`src/rtl/instruction_decode_redirect.sv`:
```
// instruction_decode_redirect: IF/ID register with branch/jump redirect, wrong-path squash and perf counters
module instruction_decode_redirect #(
  parameter int CNT_W = 16
) (
  input  logic             Clk,
  input  logic             Reset,
  input  logic [31:0]      Instruction,
  input  logic [31:0]      NextInstruct,
  input  logic             Stall,
  input  logic [31:0]      RsData,
  input  logic [31:0]      RtData,
  output logic             PCWrite,
  output logic             Branch,
  output logic [31:0]      InstructOffset,
  output logic             Jump,
  output logic [25:0]      JumpInstruction,
  output logic [31:0]      IDInstruction,
  output logic [31:0]      IDNextInstruct,
  output logic             IDValid,
  output logic [CNT_W-1:0] RedirectCount,
  output logic [CNT_W-1:0] SquashCount
);
  typedef enum logic [1:0] {EMPTY, LIVE, SQUASH} state_t;
  state_t state, state_nxt;
  logic [5:0] opcode;
  logic is_beq, is_bne, is_jmp, redirect;
  assign opcode = IDInstruction[31:26];
  assign is_beq = opcode == 6'b000100;
  assign is_bne = opcode == 6'b000101;
  assign is_jmp = opcode == 6'b000010 || opcode == 6'b000011;
  assign InstructOffset = {{16{IDInstruction[15]}}, IDInstruction[15:0]};
  assign JumpInstruction = IDInstruction[25:0];
  // state register; reset drops any in-flight redirect immediately
  always_ff @(posedge Clk or negedge Reset)
    if (!Reset) state <= EMPTY;
    else state <= state_nxt;
  // redirect decode and next state; a stall freezes everything, including redirect
  always_comb begin
    PCWrite = ~Stall;
    IDValid = state == LIVE;
    Branch = IDValid & ~Stall & ((is_beq & (RsData == RtData)) | (is_bne & (RsData != RtData)));
    Jump = IDValid & ~Stall & is_jmp;
    redirect = Branch | Jump;
    state_nxt = Stall ? state : (redirect ? SQUASH : LIVE);
  end
  // IF/ID pipeline register, held while stalled
  always_ff @(posedge Clk or negedge Reset)
    if (!Reset) begin
      IDInstruction <= '0;
      IDNextInstruct <= '0;
    end else if (!Stall) begin
      IDInstruction <= Instruction;
      IDNextInstruct <= NextInstruct;
    end
  // saturating counters; every redirect squashes exactly one fetched slot
  always_ff @(posedge Clk or negedge Reset)
    if (!Reset) begin
      RedirectCount <= '0;
      SquashCount <= '0;
    end else if (redirect) begin
      RedirectCount <= &RedirectCount ? RedirectCount : RedirectCount + 1'b1;
      SquashCount <= &SquashCount ? SquashCount : SquashCount + 1'b1;
    end
endmodule

```
`config.mk`:
```
export PLATFORM = sky130hd
export DESIGN_NAME = instruction_decode_redirect
export DESIGN_NICKNAME = d
export VERILOG_FILES = /design/src/rtl/instruction_decode_redirect.sv
export SDC_FILE = /design/constraint.sdc
export NUM_CORES = 1
export LEC_CHECK = 0
export CAP_MARGIN = 20
export CORE_AREA = 2 2 112 114
export CTS_CLUSTER_SIZE = 16
export DETAILED_ROUTE_END_ITERATION = 10
export DIE_AREA = 0 0 114 116
export PLACE_DENSITY_LB_ADDON = 0.25
export SLEW_MARGIN = 10
export SYNTH_ARGS = -nofsm -noshare
export SYNTH_HDL_FRONTEND = slang
export SYNTH_SLANG_ARGS = --single-unit
```
`constraint.sdc`:
```
create_clock -name Clk -period 5.47 [get_ports Clk]
set_input_delay 1.3675 -clock Clk [delete_from_list [all_inputs] [get_ports Clk]]
set_output_delay 1.3675 -clock Clk [all_outputs]
set_load 0.02 [all_outputs]
```
Word level (Yosys, flattened, before mapping) --
Index checks and enable logic that the tools add are counted.
Cells by class: bitwise logic cells 10, eq/ne operators 7, reductions and logical operators 5, muxes and demuxes 1, add/sub/neg operators 2
Operators by type and width (number):
- $add A16 B1 Y16 const B | 2
- $eq A32 B32 Y1 | 1
- $ne A32 B32 Y1 | 1
- $reduce_and A16 Y1 | 2
- $eq A6 B2 Y1 const B | 2
- $eq A6 B3 Y1 const B | 2
- $and A1 B1 Y1 | 5
- $reduce_and A2 Y1 | 2
- $not A1 Y1 | 3
- $eq A2 B1 Y1 const B | 1
- $mux W2 | 1
- $or A1 B1 Y1 | 2
- $logic_or A1 B1 Y1 | 1
Word-level totals: bits of input ports 131, word-level logic and storage cells 30, output and inout port bits 158, flip-flop bits (word level) 98

Depth between registers and ports, before layout --
Gate-level depths: netlist (run 1).
word-level depth 6, depth in mapped cells 9, gate-level depth less buffers 7

Worst setup path before layout (run 1) --
No wires, ideal clock.
path kind input to output, start input port Stall, end output port PCWrite, data arrival time 2350 ps, setup slack 1752 ps, data required time 4103 ps, stages on the path 4, path buffers 3, cells stage by stage buf_2 clkbuf_1 clkbuf_1 inv_1
Between the ends: word-level cells in the longest chain between the ends 1
RTL lines:
- start: declaration | line 9 | input logic Stall,
- $not A1 Y1 | line 39 | PCWrite = ~Stall;
- end: declaration | line 12 | output logic PCWrite,
No other way between the ends.

Final worst setup path (run 1) --
start input port RtData[28], end output port Branch
Between the ends: word-level cells in the longest chain between the ends 4, elaborated cells between the ends (all ways) 6, classes of those cells eq/ne: 2; bitwise: 4
RTL lines:
- start: declaration | line 11 | input logic [31:0] RtData,
- $eq A32 B32 Y1 or $ne A32 B32 Y1 (tied branches) | line 41 | Branch = IDValid & ~Stall & ((is_beq & (RsData == RtData)) | (is_bne & (RsData != RtData)));
- $and A1 B1 Y1 | line 41
- $or A1 B1 Y1 * | line 41
- $and A1 B1 Y1 * | line 41
- end: declaration | line 13 | output logic Branch,
Mark *: on every way between the ends. The rest lies on a longest branch, timed or not.

==> results of run 1 <==
[flip-flops by register name (all words and copies together), names as in the netlist]
register / cells
IDInstruction: 32
IDNextInstruct: 32
RedirectCount: 16
SquashCount: 16
state: 2
[per-stage QoR]
step | hold slack, ps | setup slack, ps | total power [mW] | area, µm²
6_report | 495 | 649 | 2.09 | 7720
5_1_grt | 513 | 466 | 2.18 | 7720
4_1_cts | 503 | 639 | 2.12 | 7720
3_5_place_dp | 488 | 655 | 1.48 | 7420
3_3_place_gp | 461 | 656 | 1.47 | 7420
2_1_floorplan | 450 | 1750 | 1.17 | 4840
[power by group through the flow]
stage          registers, mW  clock network [mW]  logic (mW)
2_1_floorplan          0.938                   0       0.234
5_1_grt                0.863               0.670       0.645
3_3_place_gp           0.861                   0       0.608
4_1_cts                0.853               0.648       0.616
3_5_place_dp           0.867                   0       0.614
6_report               0.852               0.627       0.608
[area by class of cell]
| cell class | count | area share, % |
|---|---|---|
| multi-input cells | 224 | 24.2 |
| repair buffers | 291 | 37.5 |
| flip-flops and latches | 98 | 31.8 |
| clock buffers | 10 | 2.97 |
| well taps | 147 | 2.38 |
| clock inverters | 6 | 0.843 |
| inverters | 6 | 0.292 |
[per-layer routing]
| metal | GRT usage (%) | vias to the layer above | routed length (µm) |
|---|---|---|---|
| li1 | - | 1772 | - |
| met1 | 22.1 | 1810 | 4990 |
| met2 | 33.9 | 161 | 6790 |
| met3 | 5.18 | 40 | 876 |
| met4 | 10.8 | 0 | 500 |
| met5 | 0 | - | 0 |
[critical path, delay by kind of cell]
family | cells | cell delay, ps
and+or+nand+nor | 4 | 860
buffers and inverters | 2 | 1100
xor gates and xnor gates | 1 | 130
[synthesized netlist by cell type, types with 3 or more instances]
library cell	number	share of area, %
nand3_1	21	2.2
nand2_1	13	1.0
clkbuf_1	8	0.62
xnor2_1	60	11
nand4b_1	3	0.54
buf_4	60	9.3
and3_1	13	1.7
nand4_1	18	2.3
nor2_1	7	0.54
mux2_2	65	15
inv_1	6	0.46
dfrtp_1	98	51
[kinds of logic (layout without fill, tap and decap cells)]
| group | count (synthesis) | in the layout |
|---|---|---|
| adders and majority gates | 2 | 2 |
| AOI/OAI and AO/OA | 6 | 6 |
| and+or+nand+nor | 89 | 89 |
| xor gates and xnor gates | 60 | 60 |
| buffers and inverters | 77 | 313 |
| DFF | 98 | 98 |
| muxes | 67 | 67 |
[worst max path at each step]
stage               startpoint  endpoint  slack (ps)  cells after the start
floorplan                Stall   PCWrite        1750                      4
global placement    RtData[14]    Branch         660                      7
detailed placement  RtData[29]    Branch         660                      7
CTS                 RtData[29]    Branch         640                      7
global route        RtData[26]    Branch         470                      7
finish              RtData[28]    Branch         650                      7
==> flow_summary.yaml, run 1 <==
critical_path:
  critPathMaxStageDelay_ps: 610
  path_max_fanout: 2
  critPathRequiredTime_ps: 4100
  crit_path_top_delay_cell: "clkdlybuf4s50_1"
  cp-end-kind: "primary output"
  cp-start-kind: "primary input"
  crit_path_cell_trace: "clkdlybuf4s50_1 > xnor2_1 > nand4_1 > nor4_1 > nand3_1 > nand2_1 > clkdlybuf4s50_1"
  crit_arrival_ps: 3450
  rr_startpoint: "IDInstruction[29]$_DFFE_PN0N_"
  crit_type: "primary input to primary output"
  r2r_slack_ps: 3230
  reg2reg_depth: 8
  r2r-end: "SquashCount[12]$_DFFE_PN0P_"
  path_common_cell: "clkdlybuf4s50_1"
routing:
  remaining_drc_errors: 0
  via_count: 3783
  ant_nets: 0
  vias_per_cell: 4.84
  wl_per_cell_um: 16.8
  wl_um: 13200
  drt_pass1_iterations: 4
  drtIter0Drc: 101
layout:
  syn2layout_area_growth_pct: 59.3
  stdcell_count: 782
  fin_nets: 763
  layout_commonest_cell: "clkdlybuf4s50_1"
  multiInputGateArea_um2: 1870
  layout_common_cells: "clkdlybuf4s50_1 (286), dfrtp_1 (98), mux2_2 (65), xnor2_1 (60), nand3_1 (21)"
  nFillCells: 965
  final_core_util_pct: 64.8
  register_area_um2: 2450
  drive_gt1_share_pct: 14.2
  diodes: 0
clock_network:
  htree_levels: 3
  cts_hold_buf: 0
  cts_tree: "done"
  cts_resized: 0
  path_clk_slew_ps: 60
  cts_sinks: 98
  cts-root-buf: "clkbuf_16"
  postCtsSetupRepairBufs: 0
  cts_inserted_buffers: 9
  worst_skew_pair.late_latency_ps: 340
  cts_buffer_depth: 2
synthesis:
  synth_area_um2: 4840
  syn_inst: 399
  yosys_warnings: 0
  post_synth.cell_area_avg_um2: 12.1
  ys_seq_area_share_pct: 50.6
  syn-num-nets: 532
  synthSimpleGateAreaFrac_pct: 10.6
  synth_top_family_by_area: "multiplexers"
  ys.flop_type: "dfrtp_1"
  synthAdderAreaFrac_pct: 0.517
  synthArstFlopShare_pct: 100
  synth_compound_area_share_pct: 0.981
  ys_types: 32
  synth_xor_area_share_pct: 10.8
  yosys-mux-area-fraction_pct: 15.6
  ys_ff_latch: 98
  synth_edf_count: 0
worst_hold_path:
  min_path_type: "flip-flop to flip-flop"
  worstHoldStart: "state[1]$_DFFE_PN0N_"
  worstHoldPathCells: 1
  whs_endpoint: "state[1]$_DFFE_PN0N_"
floorplan:
  boundaryPins: 289
  coreArea_um2: 11900
  rows: 40
  dieWidth_um: 114
  die_h_um: 116
  die-area_um2: 13200
  start_util_pct: 40.7
run:
  max_cap_viol_count: 0
power_and_ir_drop:
  p_sw_share_pct: 28.8
  power_leakage_nw: 3.10
  ir_drop_mv: 0.207
  intPower_mw: 1.49
  netSwitchingPower_uw: 602
  pwr-share-seq_pct: 40.8
  power.share.combinational_pct: 29.1
  p_per_area_nw_per_um2: 271
  clkPwrFrac_pct: 30.0
placed_design:
  gp_congestion: 0.885
  dp_cells: 766
  hpwlAfterDp_um: 10200
  io_buffers: 288
sta:
  post-route-period-util_pct: 88.1
  hold_viol_final: 0
  rsz0062_at_grt: "no"
  tns_ps: 0
  finClkSkew_ps: 5.04
  min_period_ps: 4820
  relSlewSlack_pct: 44.5
  timing_max_transition_violations_final: 0
  setup_violations: 0
  fmax_ghz: 0.207
  worstMarginPinSlew_ps: 833
global_route:
  grt_max_degree: 68
  grt_pass1_wl_um: 20000
  overflow: 0
  antenna_found_initial: 0
  grt_pass1_vias: 3844
  groute.usage.overall_pct: 19.6
status:
  outcome: "completed"
Power figures use the tool's default switching activity.
==> inputs of run 2 (changes only) <==
CAP_MARGIN = not set   (was 20)
HOLD_SLACK_MARGIN = 0.02   (was not set)
==> results of run 2 <==
Same layout as run 1: the final DEF is identical, and so are final timing and power.
